--- config.mk ---
export PLATFORM = sky130hd
export DESIGN_NAME = ifetch_unit_flat
export DESIGN_NICKNAME = d
export VERILOG_FILES = /design/src/rtl/ifetch_pkg.sv /design/src/rtl/ifetch_if.sv /design/src/rtl/ifetch_fifo.sv /design/src/rtl/ifetch_unit.sv /design/src/flat_wrapper.sv
export SDC_FILE = /design/constraint.sdc
export NUM_CORES = 1
export LEC_CHECK = 0
export BUFFER_PORTS_ARGS = -buffer_cell sky130_fd_sc_hd__clkbuf_2
export CORE_AREA = 5 5 136 138
export DETAILED_ROUTE_END_ITERATION = 16
export DIE_AREA = 0 0 141 143
export GPL_ROUTABILITY_DRIVEN = 0
export HOLD_SLACK_MARGIN = 0.15
export PLACE_DENSITY = 0.75
export SYNTH_ARGS = -nofsm -noshare
export SYNTH_HDL_FRONTEND = slang
export SYNTH_HIERARCHICAL = 1
export SYNTH_SLANG_ARGS = --single-unit
--- constraint.sdc ---
create_clock -name clk -period 5.84 [get_ports clk]
set_input_delay 0.584 -clock clk [delete_from_list [all_inputs] [get_ports clk]]
set_output_delay 0.584 -clock clk [all_outputs]
set_load 0.03 [all_outputs]
--- src/rtl/ifetch_pkg.sv ---
// Shared fetch/decode constants: widths, PC step, canonical NOP and
// base RV32I opcode values used by the decode stage.
package ifetch_pkg;

    localparam int XLEN_DEFAULT = 32;
    localparam int INSTR_W      = 32;
    localparam int PC_STEP      = 4;

    localparam logic [INSTR_W-1:0] NOP = 32'h0000_0013;

    localparam logic [6:0] OPC_R = 7'b0110011;
    localparam logic [6:0] OPC_I = 7'b0010011;
    localparam logic [6:0] OPC_L = 7'b0000011;
    localparam logic [6:0] OPC_S = 7'b0100011;
    localparam logic [6:0] OPC_B = 7'b1100011;

    function automatic logic [6:0] opcode_of(input logic [INSTR_W-1:0] instr);
        return instr[6:0];
    endfunction

endpackage

--- src/rtl/ifetch_if.sv ---
// Fetch-stage bundle: instruction-memory read port, branch redirect
// and the valid/ready handshake towards decode.
interface ifetch_if
    import ifetch_pkg::*;
#(
    parameter int XLEN = XLEN_DEFAULT
) ();

    logic               imem_req;
    logic [XLEN-1:0]    imem_addr;
    logic [INSTR_W-1:0] imem_rdata;
    logic               redirect;
    logic [XLEN-1:0]    redirect_pc;
    logic               if_valid;
    logic               id_ready;
    logic [INSTR_W-1:0] if_instr;
    logic [XLEN-1:0]    if_pc;

    modport master (
        output imem_req,
        output imem_addr,
        input  imem_rdata,
        input  redirect,
        input  redirect_pc,
        output if_valid,
        input  id_ready,
        output if_instr,
        output if_pc
    );

    modport slave (
        input  imem_req,
        input  imem_addr,
        output imem_rdata,
        output redirect,
        output redirect_pc,
        input  if_valid,
        output id_ready,
        input  if_instr,
        input  if_pc
    );

endinterface

--- src/rtl/ifetch_fifo.sv ---
// fetch_fifo: small synchronous FIFO of {pc, instr} records.
// Clear dominates push; push while full is accepted only with a pop.
module fetch_fifo #(
    parameter int WIDTH = 64,
    parameter int DEPTH = 2
) (
    input  logic                     clk,
    input  logic                     rst,
    input  logic                     push,
    input  logic                     pop,
    input  logic                     clear,
    input  logic [WIDTH-1:0]         din,
    output logic [WIDTH-1:0]         dout,
    output logic                     full,
    output logic                     empty,
    output logic [$clog2(DEPTH):0]   count
);

    localparam int AW = $clog2(DEPTH);
    localparam int CW = AW + 1;
    localparam logic [CW-1:0] DEPTH_C = CW'(DEPTH);

    logic [WIDTH-1:0] mem_q [DEPTH];
    logic [AW-1:0]    wr_ptr_q, wr_ptr_d;
    logic [AW-1:0]    rd_ptr_q, rd_ptr_d;
    logic [CW-1:0]    cnt_q, cnt_d;
    logic             do_push, do_pop;

    // Pointer and occupancy update, clear wins over everything.
    always_comb begin
        do_pop   = pop && (cnt_q != '0);
        do_push  = push && ((cnt_q != DEPTH_C) || do_pop);
        wr_ptr_d = wr_ptr_q;
        rd_ptr_d = rd_ptr_q;
        cnt_d    = cnt_q;
        if (clear) begin
            wr_ptr_d = '0;
            rd_ptr_d = '0;
            cnt_d    = '0;
        end else begin
            if (do_push) wr_ptr_d = wr_ptr_q + 1'b1;
            if (do_pop)  rd_ptr_d = rd_ptr_q + 1'b1;
            cnt_d = cnt_q + CW'(do_push) - CW'(do_pop);
        end
    end

    // Pointer/count registers.
    always_ff @(posedge clk or posedge rst) begin
        if (rst) begin
            wr_ptr_q <= '0;
            rd_ptr_q <= '0;
            cnt_q    <= '0;
        end else begin
            wr_ptr_q <= wr_ptr_d;
            rd_ptr_q <= rd_ptr_d;
            cnt_q    <= cnt_d;
        end
    end

    // Storage write; contents need no reset since count gates reads.
    always_ff @(posedge clk) begin
        if (do_push && !clear) mem_q[wr_ptr_q] <= din;
    end

    assign dout  = mem_q[rd_ptr_q];
    assign empty = (cnt_q == '0);
    assign full  = (cnt_q == DEPTH_C);
    assign count = cnt_q;

endmodule

--- src/rtl/ifetch_unit.sv ---
// Instruction fetch stage: PC, one-deep imem read pipeline, fetch buffer.
// Optional macro IFETCH_PERF_EN adds saturating pop/stall counters.
module ifetch_unit
    import ifetch_pkg::*;
#(
    parameter int              XLEN       = XLEN_DEFAULT,
    parameter logic [XLEN-1:0] RESET_PC   = '0,
    parameter int              FIFO_DEPTH = 2
) (
    input  logic          clk,
    input  logic          rst,
    ifetch_if.master      bus
`ifdef IFETCH_PERF_EN
    ,
    output logic [31:0]   perf_fetched,
    output logic [31:0]   perf_stalls
`endif
);

    localparam int CW = $clog2(FIFO_DEPTH) + 1;
    localparam int DW = XLEN + INSTR_W;
    localparam logic [CW-1:0] DEPTH_C = CW'(FIFO_DEPTH);

    logic [XLEN-1:0] pc_q, pc_d;
    logic [XLEN-1:0] ret_pc_q, ret_pc_d;
    logic            inflight_q, inflight_d;

    logic            fifo_full, fifo_empty;
    logic [CW-1:0]   fifo_count;
    logic [DW-1:0]   fifo_dout;
    logic [CW-1:0]   used;
    logic [XLEN-1:0] pc_tgt;
    logic            pop, kill, push, issue;

    // Issue credit counts buffered plus in-flight words, minus the one leaving now.
    always_comb begin
        pop    = !fifo_empty && bus.id_ready;
        kill   = bus.redirect && inflight_q;
        push   = inflight_q && !kill;
        used   = fifo_count + CW'(inflight_q) - CW'(pop);
        issue  = !rst && !bus.redirect
                 && (!fifo_full || pop) && (used < DEPTH_C);
        pc_tgt = bus.redirect_pc & ~XLEN'(3);
    end

    // PC and in-flight tracking; redirect overrides issue.
    always_comb begin
        pc_d       = pc_q;
        ret_pc_d   = ret_pc_q;
        inflight_d = 1'b0;
        if (bus.redirect) begin
            pc_d = pc_tgt;
        end else if (issue) begin
            pc_d       = pc_q + XLEN'(PC_STEP);
            ret_pc_d   = pc_q;
            inflight_d = 1'b1;
        end
    end

    // Fetch state registers.
    always_ff @(posedge clk or posedge rst) begin
        if (rst) begin
            pc_q       <= RESET_PC;
            ret_pc_q   <= '0;
            inflight_q <= 1'b0;
        end else begin
            pc_q       <= pc_d;
            ret_pc_q   <= ret_pc_d;
            inflight_q <= inflight_d;
        end
    end

    fetch_fifo #(
        .WIDTH (DW),
        .DEPTH (FIFO_DEPTH)
    ) u_fifo (
        .clk   (clk),
        .rst   (rst),
        .push  (push),
        .pop   (pop),
        .clear (bus.redirect),
        .din   ({ret_pc_q, bus.imem_rdata}),
        .dout  (fifo_dout),
        .full  (fifo_full),
        .empty (fifo_empty),
        .count (fifo_count)
    );

    assign bus.imem_req  = issue;
    assign bus.imem_addr = pc_q;
    assign bus.if_valid  = !fifo_empty;
    assign bus.if_instr  = fifo_empty ? '0 : fifo_dout[INSTR_W-1:0];
    assign bus.if_pc     = fifo_empty ? '0 : fifo_dout[DW-1:INSTR_W];

`ifdef IFETCH_PERF_EN
    logic [31:0] fetched_q, fetched_d;
    logic [31:0] stalls_q, stalls_d;

    // Saturating delivered/stalled counters.
    always_comb begin
        fetched_d = fetched_q;
        stalls_d  = stalls_q;
        if (pop && (fetched_q != '1))
            fetched_d = fetched_q + 32'd1;
        if (!fifo_empty && !bus.id_ready && (stalls_q != '1))
            stalls_d = stalls_q + 32'd1;
    end

    // Counter registers, cleared only by reset.
    always_ff @(posedge clk or posedge rst) begin
        if (rst) begin
            fetched_q <= '0;
            stalls_q  <= '0;
        end else begin
            fetched_q <= fetched_d;
            stalls_q  <= stalls_d;
        end
    end

    assign perf_fetched = fetched_q;
    assign perf_stalls  = stalls_q;
`endif

endmodule

--- src/flat_wrapper.sv ---
// flat-port wrapper written by rule: the top's interface ports become plain ports
module ifetch_unit_flat import ifetch_pkg::*;
#(
    parameter int              XLEN       = XLEN_DEFAULT,
    parameter logic [XLEN-1:0] RESET_PC   = '0,
    parameter int              FIFO_DEPTH = 2
)
  (clk, rst, bus_imem_req, bus_imem_addr, bus_imem_rdata, bus_redirect, bus_redirect_pc, bus_if_valid, bus_id_ready, bus_if_instr, bus_if_pc);
  ifetch_if #(.XLEN(XLEN)) bus_i ();
  input  logic clk;
  input  logic rst;
  output wire logic [$bits(bus_i.imem_req)-1:0] bus_imem_req;
  output wire logic [$bits(bus_i.imem_addr)-1:0] bus_imem_addr;
  input wire logic [$bits(bus_i.imem_rdata)-1:0] bus_imem_rdata;
  input wire logic [$bits(bus_i.redirect)-1:0] bus_redirect;
  input wire logic [$bits(bus_i.redirect_pc)-1:0] bus_redirect_pc;
  output wire logic [$bits(bus_i.if_valid)-1:0] bus_if_valid;
  input wire logic [$bits(bus_i.id_ready)-1:0] bus_id_ready;
  output wire logic [$bits(bus_i.if_instr)-1:0] bus_if_instr;
  output wire logic [$bits(bus_i.if_pc)-1:0] bus_if_pc;
  assign bus_imem_req = bus_i.imem_req;
  assign bus_imem_addr = bus_i.imem_addr;
  assign bus_i.imem_rdata = bus_imem_rdata;
  assign bus_i.redirect = bus_redirect;
  assign bus_i.redirect_pc = bus_redirect_pc;
  assign bus_if_valid = bus_i.if_valid;
  assign bus_i.id_ready = bus_id_ready;
  assign bus_if_instr = bus_i.if_instr;
  assign bus_if_pc = bus_i.if_pc;
  ifetch_unit #(.XLEN(XLEN), .RESET_PC(RESET_PC), .FIFO_DEPTH(FIFO_DEPTH)) u_core (.clk(clk), .rst(rst), .bus(bus_i));
endmodule
* Word-level counts from Yosys, hierarchy flattened
Memories as Yosys holds them, arrays and structs flattened.
Cells that the tools add are included.
** Word-level totals
- RAM bits :: 128
- Logic and storage cells :: 53
- Output and inout port bits :: 98
- Bits of input ports :: 68
- Memories :: 1
- Bits in registers :: 69
** Operators by class
- $add $sub $neg :: 7
- Multiplexer cells :: 13
- Bitwise logic cells :: 1
- Eq/ne operators :: 2
- Reductions and logical operators :: 22
- Order comparisons :: 1
** Memory list
- u_core.u_fifo.mem_q :: depth 2, width 64, rd ports 1, clocked after Yosys merged registers in 0, write ports 1, RTL line ifetch_fifo.sv:23 : logic [WIDTH-1:0] mem_q [DEPTH];
** Operators with widths (count)
- $mux 32 :: 4
- $add 32x3->32 const B :: 1
- $logic_and 1x1->1 :: 9
- $mux 1 :: 8
- $reduce_bool 2->1 :: 4
- $logic_not 1->1 :: 5
- $add 2x1->2 :: 2
- $sub 2x1->2 :: 2
- $add 1x1->1 const B :: 2
- $eq 2x2->1 const B :: 1
- $logic_not 2->1 :: 1
- $logic_or 1x1->1 :: 2
- $lt 2x2->1 const B :: 1
- $mux 2 :: 1
- $ne 2x2->1 const B :: 1
- $reduce_and 2->1 :: 1
- $not 1->1 :: 1

* Logic depth before layout (Yosys ltp)
Gate-level depths: netlist (run 1).
- Word-level depth :: 9
- Gate-level depth with buffers :: 11
- Mapped depth without buffers :: 9

* Hierarchy
Netlist (run 1), hierarchy kept.
** By module, submodules not included
- fetch_fifo :: cells each 229, times used 1, area each 4906.0 um2, sequential area each 3943.8 um2
- ifetch_unit :: cells each 351, times used 1, area each 3435.8 um2, sequential area each 1526.5 um2

* Worst setup path after synthesis (run 1)
OpenSTA, ideal clock, no wires.
- Path type :: input-to-reg
- From :: in bus_redirect
- To :: mem u_core.u_fifo.mem_q[1][0], enable pin
- Library setup time :: 0.579 ns
- Arrival time :: 5.872 ns
- Data required time :: 5.261 ns
- Path slack :: -0.611 ns
- Stages on the path :: 4
- Buffers on the path :: 1
- Cells stage by stage :: clkbuf_1 -> nor2b_1 -> o21ai_2 -> nor3b_1
** On the way
- Longest elaborated chain between the ends :: 7
- Elaborated cells between the ends (all ways) :: 8
- Classes of those cells :: mux (2); reduce/logical (6)
** RTL lines
- start: declaration :: RTL line flat_wrapper.sv:15 : input wire logic [$bits(bus_i.redirect)-1:0] bus_redirect;
- $logic_and 1x1->1 :: RTL line ifetch_unit.sv:38 : kill = bus.redirect && inflight_q;
- $logic_not 1->1 :: RTL line ifetch_unit.sv:39 : push = inflight_q && !kill;
- $logic_and 1x1->1 :: RTL line ifetch_unit.sv:39
- net u_core.push :: RTL line ifetch_unit.sv:33 : logic pop, kill, push, issue;
- $logic_and 1x1->1 :: RTL line ifetch_fifo.sv:32 : do_push = push && ((cnt_q != DEPTH_C) || do_pop);
- $logic_and 1x1->1 :: RTL line ifetch_fifo.sv:62 : if (do_push && !clear) mem_q[wr_ptr_q] <= din;
- $mux 1 :: RTL line ifetch_fifo.sv:62
- $mux 1 (implied by the code) :: RTL line ifetch_fifo.sv:62
- end: declaration :: RTL line ifetch_fifo.sv:23
The timed path passes the listed nets, and every way through them passes these cells.

* Final worst setup path (run 1)
- From :: reg u_core.u_fifo.cnt_q[1] (netlist: u_core/u_fifo/count[1])
- To :: reg u_core.ret_pc_q[26]
** On the way
- Longest elaborated chain between the ends :: 7
- Elaborated cells between the ends (all ways) :: 12
- Classes of those cells :: add/sub (2); order compare (1); eq/ne (1); reduce/logical (8)
** RTL lines
- start: declaration :: RTL line ifetch_fifo.sv:26 : logic [CW-1:0] cnt_q, cnt_d;
- start signal: assignment :: RTL line ifetch_fifo.sv:56 : cnt_q <= cnt_d;
- $logic_not 2->1 * :: RTL line ifetch_fifo.sv:66 : assign empty = (cnt_q == '0);
- net u_core.fifo_empty :: RTL line ifetch_unit.sv:28 : logic fifo_full, fifo_empty;
- $logic_not 1->1 * :: RTL line ifetch_unit.sv:37 : pop = !fifo_empty && bus.id_ready;
- $logic_and 1x1->1 * :: RTL line ifetch_unit.sv:37
- net u_core.pop :: RTL line ifetch_unit.sv:33
- $sub 2x1->2 or $logic_or 1x1->1 (tied branches) :: RTL line ifetch_unit.sv:40, ifetch_unit.sv:42
- $lt 2x2->1 or $logic_and 1x1->1 (tied branches) :: RTL line ifetch_unit.sv:42 : && (!fifo_full || pop) && (used < DEPTH_C);
- $logic_and 1x1->1 * :: RTL line ifetch_unit.sv:42
- $reduce_and 2->1 (no line) *
- end signal: assignment :: RTL line ifetch_unit.sv:68 : ret_pc_q <= ret_pc_d;
- end: declaration :: RTL line ifetch_unit.sv:25 : logic [XLEN-1:0] ret_pc_q, ret_pc_d;
Mark *: on every way through the listed nets, which the timed path passes. The rest lies on a longest branch.
A chain may end at the register's enable or synchronous reset.

==> flow_summary.ini, run 1 <==
[logic_synthesis]
synth_common_cells = 128 x edfxtp_1, 68 x nor2b_1, 65 x dfrtp_1, 51 x mux2_1, 47 x mux2_2
synthArstFlopShare_pct = 33.7
yosys.area.top_type = edfxtp_1
synth-edff-count = 128
syn_area_per_cell_um2 = 14.4
synth.most_common_cell = edfxtp_1
synthesis.area_mm2 = 0.00834
synth.area.top_cells = edfxtp_1 46%, dfrtp_1 19%, mux2_1 6.9%
yosys_warnings = 6
synth_flop_cell = edfxtp_1
synthDistinctLibCells = 44
synth.top_cell.area_share_pct = 46.1
synth-seq-area-share_pct = 65.6
synthCells = 580
synth-seq-cells = 193

[sta]
finalCritPeriodShare_pct = 70.8
max_freq_mhz = 242
hold_slack_ns = 0.356
maxSlewHeadroom_pct = 28.0
finClkSkew_ns = 0.00850
setup_ws_ns = 1.71
fin_setup_tns_ns = 0
finalSetupViolations = 0
slew_violations = 0
worst_pin_slew_ns = 1.08
min_period_ns = 4.13
rsz0062_at_grt = false
hold_viol_final = 0

[cells_and_area]
fillers = 1356
utilization_pct = 58.2
layout-drive-gt1-share_pct = 34.2
nets = 813
syn2layout_area_growth_pct = 19.0
antenna_cells = 0

[min_path]
hp-class = input pin to register

[placement]
pre_cts_slack_ns = 1.76
hpwlAfterDp_mm = 11.9
port_buffers = 161

[floorplanning]
ioPinCount = 166
die_area_mm2 = 0.0202
die_h_um = 143
die_x_um = 141
start_util_pct = 48.9
rows = 48
core_area_mm2 = 0.0171

[setup_path]
critPathMaxFanout = 31
end_kind = register
start_kind = register
criticalPathCategory = register to register
cp.required_ns = 6.14
worstPathArrival_ns = 4.43

[global_route]
grt_max_degree = 66
grt_use_total_pct = 18.2
grt_pass1_vias = 5576
grt_pass1_wl_mm = 28.7
grt_overflow = 0
antenna_found_initial = 0

[clock_tree]
numClockSinks = 193
numCtsBuffers = 17
htree_num_levels = 4
cts_buffer_depth = 2
insertion_delay_ns = 0.42
clk_pin_slew_ns = 0.06
cts_resized = 0
cts_tree = done
cts_hold_buf = 1
post-cts-setup-buffer-count = 0
root_buffer = clkbuf_16

[outcome]
status = finished, final reports clean

[flow_run]
timing.max_cap.violations = 0

[power]
leakage_uw = 0.00384
power_density_mw_per_mm2 = 298
peakVddDrop_mv = 0.243

[detailed_routing]
vias = 5234
drt-met1-wl_mm = 7.72
routed.top_layer = met4
drc = 0
dr_wl_met3_mm = 1.09
vias_per_cell = 5.34
drt_first_iter_violations = 393
wl_per_cell_um = 18.2
drt-pass1-iter-count = 6
wl_met2_mm = 8.80
wirelength_mm = 17.9
ant_nets = 0
power by group:
part / internal [uW] / switching [uW] / total (uW) / leakage (uW)
combinational: 98.0 / 149 / 247 / 0.00164
clock: 613 / 476 / 1090 / 0.000271
sequential: 1560 / 70.1 / 1630 / 0.00193
total: 2270 / 695 / 2960 / 0.00384
critical path, cell delays in order (launching register included):
cell	delay (ns)
dfrtp_1	0.55
nor2_4	0.08
nand2b_4	0.17
inv_1	0.19
ha_1	0.27
nand2b_1	0.17
xnor2_2	0.85
nand2_1	0.40
nor2_4	0.89
mux2_2	0.42
sequential cells by signal, indices dropped and copies added, names as in the netlist:
name	flops
u_core/u_fifo/rd_ptr_q	1
u_core/u_fifo/count	2
u_core/u_fifo/mem_q	128
u_core/bus.imem_addr	30
u_core/u_fifo/wr_ptr_q	1
u_core/inflight_q	1
u_core/ret_pc_q	30
worst paths after layout:
check	end	from	slack, ns	cells after the start
max in group asynchronous	u_core/ret_pc_q[8]$_DFFE_PP0P_	rst	4.12	4
hold / removal	u_core/u_fifo/mem_q[1][23]$_DFFE_PP_	bus_imem_rdata[23]	0.36	1
setup / recovery	u_core/ret_pc_q[26]$_DFFE_PP0P_	u_core/u_fifo/count[1]$_DFF_PP0_	1.71	9
hold reg to reg	u_core/u_fifo/mem_q[0][59]$_DFFE_PP_	u_core/ret_pc_q[27]$_DFFE_PP0P_	0.47	0
min in group asynchronous	u_core/u_fifo/count[0]$_DFF_PP0_	rst	0.70	3
setup reg to reg	u_core/ret_pc_q[26]$_DFFE_PP0P_	u_core/u_fifo/count[1]$_DFF_PP0_	1.71	9
through the flow:
stage / cell area (um2) / power, uW / instances
2_1_floorplan: 8370 / 1800 / 585
3_5_place_dp: 9350 / 1900 / 947
4_1_cts: 9930 / 2990 / 980
3_3_place_gp: 9350 / 1880 / 947
6_report: 9930 / 2960 / 980
5_1_grt: 9930 / 3090 / 980
layout make-up:
cell class | count | area (um2) | share of cell area (%)
Multi-Input combinational cell | 355 | 2730 | 27.4
Inverter | 8 | 30.0 | 0.302
Timing Repair Buffer | 167 | 853 | 8.59
Clock inverter | 12 | 109 | 1.10
Sequential cell | 193 | 5470 | 55.1
Clock buffer | 20 | 458 | 4.61
Tap cell | 225 | 282 | 2.83
cells by family after synthesis:
logic type	after synthesis	synth area share (%)
compound gates	45	3.31
simple gates	179	12.3
flops	193	65.6
other cells	1	0.0450
fa+ha+maj	3	0.450
xor+xnor	22	2.40
mux	100	13.5
buf+inv	37	2.43
per-layer routing:
layer,GRT usage (%),up-vias
met1,24.3,2569
li1,-,2436
met5,0,-
met3,3.35,22
met2,30.3,207
met4,6.12,0
cells in the final DEF (no fill, tap or decap), drive strengths merged, types with 2 or more instances in the layout:
| cell | n |
|---|---|
| ha | 3 |
| inv | 8 |
| clkinv | 8 |
| or3 | 9 |
| nand4 | 21 |
| nand2b | 4 |
| nor4 | 2 |
| nor3 | 3 |
| and3 | 5 |
| a31oi | 11 |
| dfrtp | 65 |
| nor2b | 68 |
| nand2 | 27 |
| nand3 | 9 |
| nor2 | 21 |
| edfxtp | 128 |
| a21oi | 2 |
| xor2 | 16 |
| and4 | 2 |
| o31ai | 2 |
| clkinvlp | 3 |
| xnor2 | 6 |
| buf | 5 |
| clkbuf | 181 |
| mux2 | 99 |
| or4 | 2 |
| o21ai | 28 |
| and2 | 4 |
| conb | 6 |
(Power assumes the default switching activity.)
==> inputs of run 2 (changes only) <==
- clock period: 5.84 -> 3.5 ns (I/O delays scaled with it)
==> run 2 against run 1 <==
Against the previous run: sequential power grew 66%; clock skew grew 0.00054 ns; combinational power grew 86%; fmax grew 38%; largest cell class unchanged; critical endpoint is now u_core/ret_pc_q[15]$_DFFE_PP0P_; die area is the same.
==> flow_summary.ini, run 2 (synthesized netlist as in run 1, its figures left out) <==
[placement]
hpwlAfterDp_mm = 12.2
port_buffers = 161
place_area_mm2 = 0.00942

[global_route]
antenna_found_initial = 0
grt_pass1_wl_mm = 29.7
grt_pass1_vias = 5633
grt_use_total_pct = 18.7
grt_max_degree = 66
grt_overflow = 0

[detailed_routing]
vias = 5379
drt_first_iter_violations = 337
ant_nets = 0
wl_per_cell_um = 17.9
vias_per_cell = 5.21
drc = 0
wirelength_mm = 18.5
drt-pass1-iter-count = 5

[cells_and_area]
utilization_pct = 61.6
antenna_cells = 0
final_common_cell = clkbuf_2
top_register = u_core/u_fifo/mem_q
largest_reg_flops = 128
fillers = 1301
layout_common_cells = 161 x clkbuf_2, 128 x edfxtp_1, 68 x nor2b_1
fin_area_mm2 = 0.0105
layout-drive-gt1-share_pct = 32.7
syn2layout_area_growth_pct = 26.0
multiInputGateArea_mm2 = 0.00273
nets = 865
regArea_mm2 = 0.00547

[clock_tree]
insertion_delay_ns = 0.42
htree_num_levels = 4
post-cts-setup-buffer-count = 0
numClockSinks = 193
cts_tree = done
clk_pin_slew_ns = 0.07
numCtsBuffers = 17
cts_buffer_depth = 2
root_buffer = clkbuf_16

[setup_path]
end_kind = register
max_stage_delay_ns = 0.55
crit_path_frequent_cell = nor2_4
start_kind = register
crit_chain = nor2_4, nand2b_4, inv_1, ha_1, nand2b_1, xnor2_2, nand2_1, nor2_4, buf_12, mux2_2
criticalPathCategory = register to register
slowest_stage = dfrtp_1
worstPathArrival_ns = 3.31
cp.required_ns = 3.81
critPathMaxFanout = 17

[sta]
maxSlewHeadroom_pct = 41.4
hold_viol_final = 0
max_freq_mhz = 333
finalCritPeriodShare_pct = 85.7
worst_pin_slew_ns = 0.872
finalSetupViolations = 0
fin_setup_tns_ns = 0
min_period_ns = 3.00
slew_violations = 0
rsz0062_at_grt = false
finClkSkew_ns = 0.00903
hold_slack_ns = 0.171

[floorplanning]
die_x_um = 141
die_h_um = 143
die_area_mm2 = 0.0202
start_util_pct = 48.9
rows = 48
ioPinCount = 166
core_area_mm2 = 0.0171

[outcome]
status = finished, final reports clean

[power]
power_density_mw_per_mm2 = 494
peakVddDrop_mv = 0.340
power.total_uw = 5190
leakage_uw = 0.00410

[min_path]
hp-class = input pin to register

[flow_run]
timing.max_cap.violations = 0
run 2: cell count changes in the layout (fill, tap and decap cells not counted), sizes merged:
cell | previous run | this run
clkinvlp | 3 | 2
dlygate4sd3 | 1 | 47
bufinv | 1 | 4
inv | 8 | 9
clkbuf | 181 | 180
clkinv | 8 | 6
buf | 5 | 11
run 2: path summary, 6_finish.rpt:
| path | startpoint | to | slack (ns) | cells after the start |
|---|---|---|---|---|
| setup / recovery | u_core/u_fifo/count[1]$_DFF_PP0_ | u_core/ret_pc_q[15]$_DFFE_PP0P_ | 0.50 | 10 |
| min in group asynchronous | rst | u_core/u_fifo/count[0]$_DFF_PP0_ | 0.47 | 3 |
| hold / removal | bus_redirect_pc[12] | u_core/bus.imem_addr[12]$_DFFE_PP0P_ | 0.17 | 3 |
| max in group asynchronous | rst | u_core/bus.imem_addr[28]$_DFFE_PP0P_ | 1.91 | 4 |
| hold reg to reg | u_core/ret_pc_q[21]$_DFFE_PP0P_ | u_core/u_fifo/mem_q[0][53]$_DFFE_PP_ | 0.47 | 0 |
| setup reg to reg | u_core/u_fifo/count[1]$_DFF_PP0_ | u_core/ret_pc_q[15]$_DFFE_PP0P_ | 0.50 | 10 |
run 2: final cells by class:
cell class / count / share of cell area, %
Clock buffer: 19 / 4.12
Clock inverter: 13 / 1.76
Inverter: 8 / 0.286
Multi-Input combinational cell: 355 / 25.9
Sequential cell: 193 / 52.1
Tap cell: 225 / 2.68
Timing Repair Buffer: 219 / 13.2
run 2: critical path: cells and delay by family, from the launching register on:
kind                       cells  cell delay [ns]
buffers and inverters          2             0.43
DFF                            1             0.55
muxes                          1             0.35
adders and majority gates      1             0.27
and+or+nand+nor                5             1.08
xor gates and xnor gates       1             0.19
run 2: where the power goes:
| part | switching, uW | internal, uW | total (uW) |
|---|---|---|---|
| Combinational | 259 | 200 | 460 |
| Clock | 818 | 1200 | 2020 |
| Sequential | 118 | 2600 | 2710 |
run 2: stage by stage:
step / setup slack (ns) / std cells
5_1_grt: 0.372 / 1032
3_5_place_dp: 0.525 / 953
3_3_place_gp: 0.638 / 953
2_1_floorplan: 0.408 / 585
4_1_cts: 0.502 / 1032
6_report: 0.501 / 1032
run 2: timing repair:
item / 4_1_cts / 5_1_grt
hold buffers: 47 / 0
hold endpoints to repair: 82 / 0
resized for setup: 0 / 0
endpoints found under the setup margin: 0 / 0
run 2: per-layer routing:
layer	up-vias	part of all wire [%]	track usage, %
met5	-	0	0
li1	2535	-	-
met2	187	50	31.9
met4	0	1.3	4.90
met3	21	6.1	4.19
met1	2636	43	24.6
==> inputs of run 3 (changes only) <==
- ABC_AREA: not set -> 1
- CORE_AREA: 5 5 136 138 -> 5 5 139 141
- DIE_AREA: 0 0 141 143 -> 0 0 144 146
- PLACE_DENSITY: 0.75 -> 0.76
==> run 3 against run 2 <==
Against the previous run: global-route usage increased by 0.51 points; first-iteration DRC count increased by 18%; clock power decreased by 13%; fmax increased by 6.6%; clock skew decreased by 0.0033 ns; critical endpoint is now bus_imem_req; highest routed layer unchanged.
==> flow_summary.ini, run 3 <==
[logic_synthesis]
synth-edff-count = 128
synth.most_common_cell = nand2_1
synth.top_cell.area_share_pct = 42.9
synthDistinctLibCells = 28
synthesis.area_mm2 = 0.00897
synth_common_cells = 372 x nand2_1, 129 x inv_1, 128 x edfxtp_1, 120 x nor2_1, 65 x dfrtp_1
synth-seq-cells = 193
synth_fa_ha_area_share_pct = 0.418
synth.area.top_cells = edfxtp_1 43%, dfrtp_1 18%, nand2_1 16%
synth_compound_area_share_pct = 2.72
syn_area_per_cell_um2 = 9.01
yosys.area.top_type = edfxtp_1
synth_flop_cell = edfxtp_1
synth_top_family_by_area = simple AND/OR/NAND/NOR gates
synth_xor_xnor_area_share_pct = 0.293
synthMuxAreaShare_pct = 0
synthCells = 996
synth-seq-area-share_pct = 61.0
synthArstFlopShare_pct = 33.7
yosys_warnings = 6
yosys.area_share.simple_pct = 26.9

[placement]
hpwlAfterDp_mm = 13.3
place_area_mm2 = 0.00991
port_buffers = 161

[floorplanning]
die_x_um = 144
ioPinCount = 166
die_h_um = 146
core_area_mm2 = 0.0178
die_area_mm2 = 0.0210
start_util_pct = 50.3
rows = 49

[cells_and_area]
fin_area_mm2 = 0.0109
top_register = u_core/u_fifo/mem_q
layout-drive-gt1-share_pct = 19.2
nets = 1270
layout_common_cells = 372 x nand2_1, 161 x clkbuf_2, 128 x edfxtp_1
syn2layout_area_growth_pct = 21.6
final_common_cell = nand2_1
antenna_cells = 0
largest_reg_flops = 128
utilization_pct = 61.2

[detailed_routing]
drc = 0
wl_per_cell_um = 13.7
ant_nets = 0
drt_first_iter_violations = 396
vias = 6992
drt-pass1-iter-count = 5
vias_per_cell = 4.85
wirelength_mm = 19.8

[clock_tree]
numCtsBuffers = 17
insertion_delay_ns = 0.42
cts_buffer_depth = 2
post-cts-setup-buffer-count = 0
htree_num_levels = 4
root_buffer = clkbuf_16
clk_pin_slew_ns = 0.07
cts_tree = done
numClockSinks = 193

[setup_path]
critPathMaxFanout = 35
crit_path_frequent_cell = inv_1
cp.buffers_inverters = 4
cp.required_ns = 3.15
reg2reg_slack_ns = 0.92
slowest_stage = dfrtp_1
start_kind = register
max_stage_delay_ns = 0.49
crit_family = simple AND/OR/NAND/NOR gates
crit_chain = nor2_4, inv_1, nand2_1, inv_1, ha_1, nor2_1, nand3_1, nand2_1, nand2_4, inv_1, clkbuf_2
criticalPathCategory = register to output port
end_kind = output port
worstPathArrival_ns = 2.46

[sta]
worst_pin_slew_ns = 0.788
max_freq_mhz = 356
maxSlewHeadroom_pct = 47.5
finClkSkew_ns = 0.00575
fin_setup_tns_ns = 0
slew_violations = 0
min_period_ns = 2.81
finalSetupViolations = 0
finalCritPeriodShare_pct = 80.4
hold_viol_final = 0
rsz0062_at_grt = false

[global_route]
grt_overflow = 0
grt_pass1_vias = 6705
grt_pass1_wl_mm = 32.3
antenna_found_initial = 0
grt_use_total_pct = 19.2
grt_max_degree = 66

[outcome]
status = finished, final reports clean

[power]
leakage_uw = 0.00520
power.total_uw = 5410
peakVddDrop_mv = 0.367
power_density_mw_per_mm2 = 495

[flow_run]
timing.max_cap.violations = 0

[min_path]
hp-class = input pin to register
[run 3: cell count changes after synthesis, moves of 11 or more]
cell,previous run,this run
xor2_1,16,3
nand3_1,8,55
inv_1,7,129
a31oi_1,11,0
nand2_1,27,372
nand4_1,21,5
mux2_1,51,0
mux2_2,47,0
nor2_1,20,120
nor2b_1,68,0
[run 3: worst min-delay path, cell delays in order]
cell	delay [ns]
clkbuf_2	0.07
nand2_1	0.05
o211ai_1	0.08
[run 3: what timing repair did]
| item | CTS | global route |
|---|---|---|
| endpoints found under the setup margin | 0 | 0 |
| hold buffers | 46 | 0 |
| hold endpoints to repair | 81 | 0 |
| gates resized for setup | 0 | 0 |
[run 3: worst paths after layout]
kind	startpoint	to	cells after the start
setup / recovery	u_core/u_fifo/count[1]$_DFF_PP0_	bus_imem_req	11
hold / removal	bus_redirect_pc[5]	u_core/bus.imem_addr[5]$_DFFE_PP0P_	3
setup reg to reg	u_core/u_fifo/count[1]$_DFF_PP0_	u_core/bus.imem_addr[15]$_DFFE_PP0P_	14
hold reg to reg	u_core/ret_pc_q[4]$_DFFE_PP0P_	u_core/u_fifo/mem_q[0][36]$_DFFE_PP_	0
max in group asynchronous	rst	u_core/ret_pc_q[18]$_DFFE_PP0P_	4
min in group asynchronous	rst	u_core/u_fifo/count[0]$_DFF_PP0_	3
[run 3: metal layers]
| metal | vias to the layer above | track usage, % | wire length [um] |
|---|---|---|---|
| li1 | 3516 | - | - |
| met1 | 3241 | 26.6 | 9040 |
| met2 | 218 | 31.6 | 9310 |
| met3 | 17 | 3.52 | 1250 |
| met4 | 0 | 4.57 | 174 |
| met5 | - | 0 | 0 |
[run 3: where the power goes]
group          switching (uW)  internal [uW]
combinational             572            264
clock                     784            967
sequential                171           2650
total                    1530           3880
[run 3: logic make-up after synthesis]
logic type / after synthesis
AND/OR/NAND/NOR: 583
flip-flops: 193
buffers and inverters: 171
AO/OA/AOI/OAI: 42
XOR/XNOR: 3
adder cells (fa/ha/maj): 3
other: 1
[run 3: cell type report]
class / instances / area [um2]
Timing Repair Buffer: 217 / 1350
Sequential cell: 193 / 5470
Inverter: 133 / 507
Clock buffer: 23 / 479
Multi-Input combinational cell: 637 / 2760
Tap cell: 229 / 287
Clock inverter: 9 / 57.6
Fill cell: 1495 / 6930
[run 3: through the flow]
step | hold WS, ns | cells | worst slack, ns
2_1_floorplan | 0.116 | 1001 | 0.294
3_3_place_gp | 0.262 | 1363 | 1.06
3_5_place_dp | 0.256 | 1363 | 0.966
4_1_cts | 0.152 | 1441 | 0.649
5_1_grt | 0.159 | 1441 | 0.437
6_report | 0.167 | 1441 | 0.687
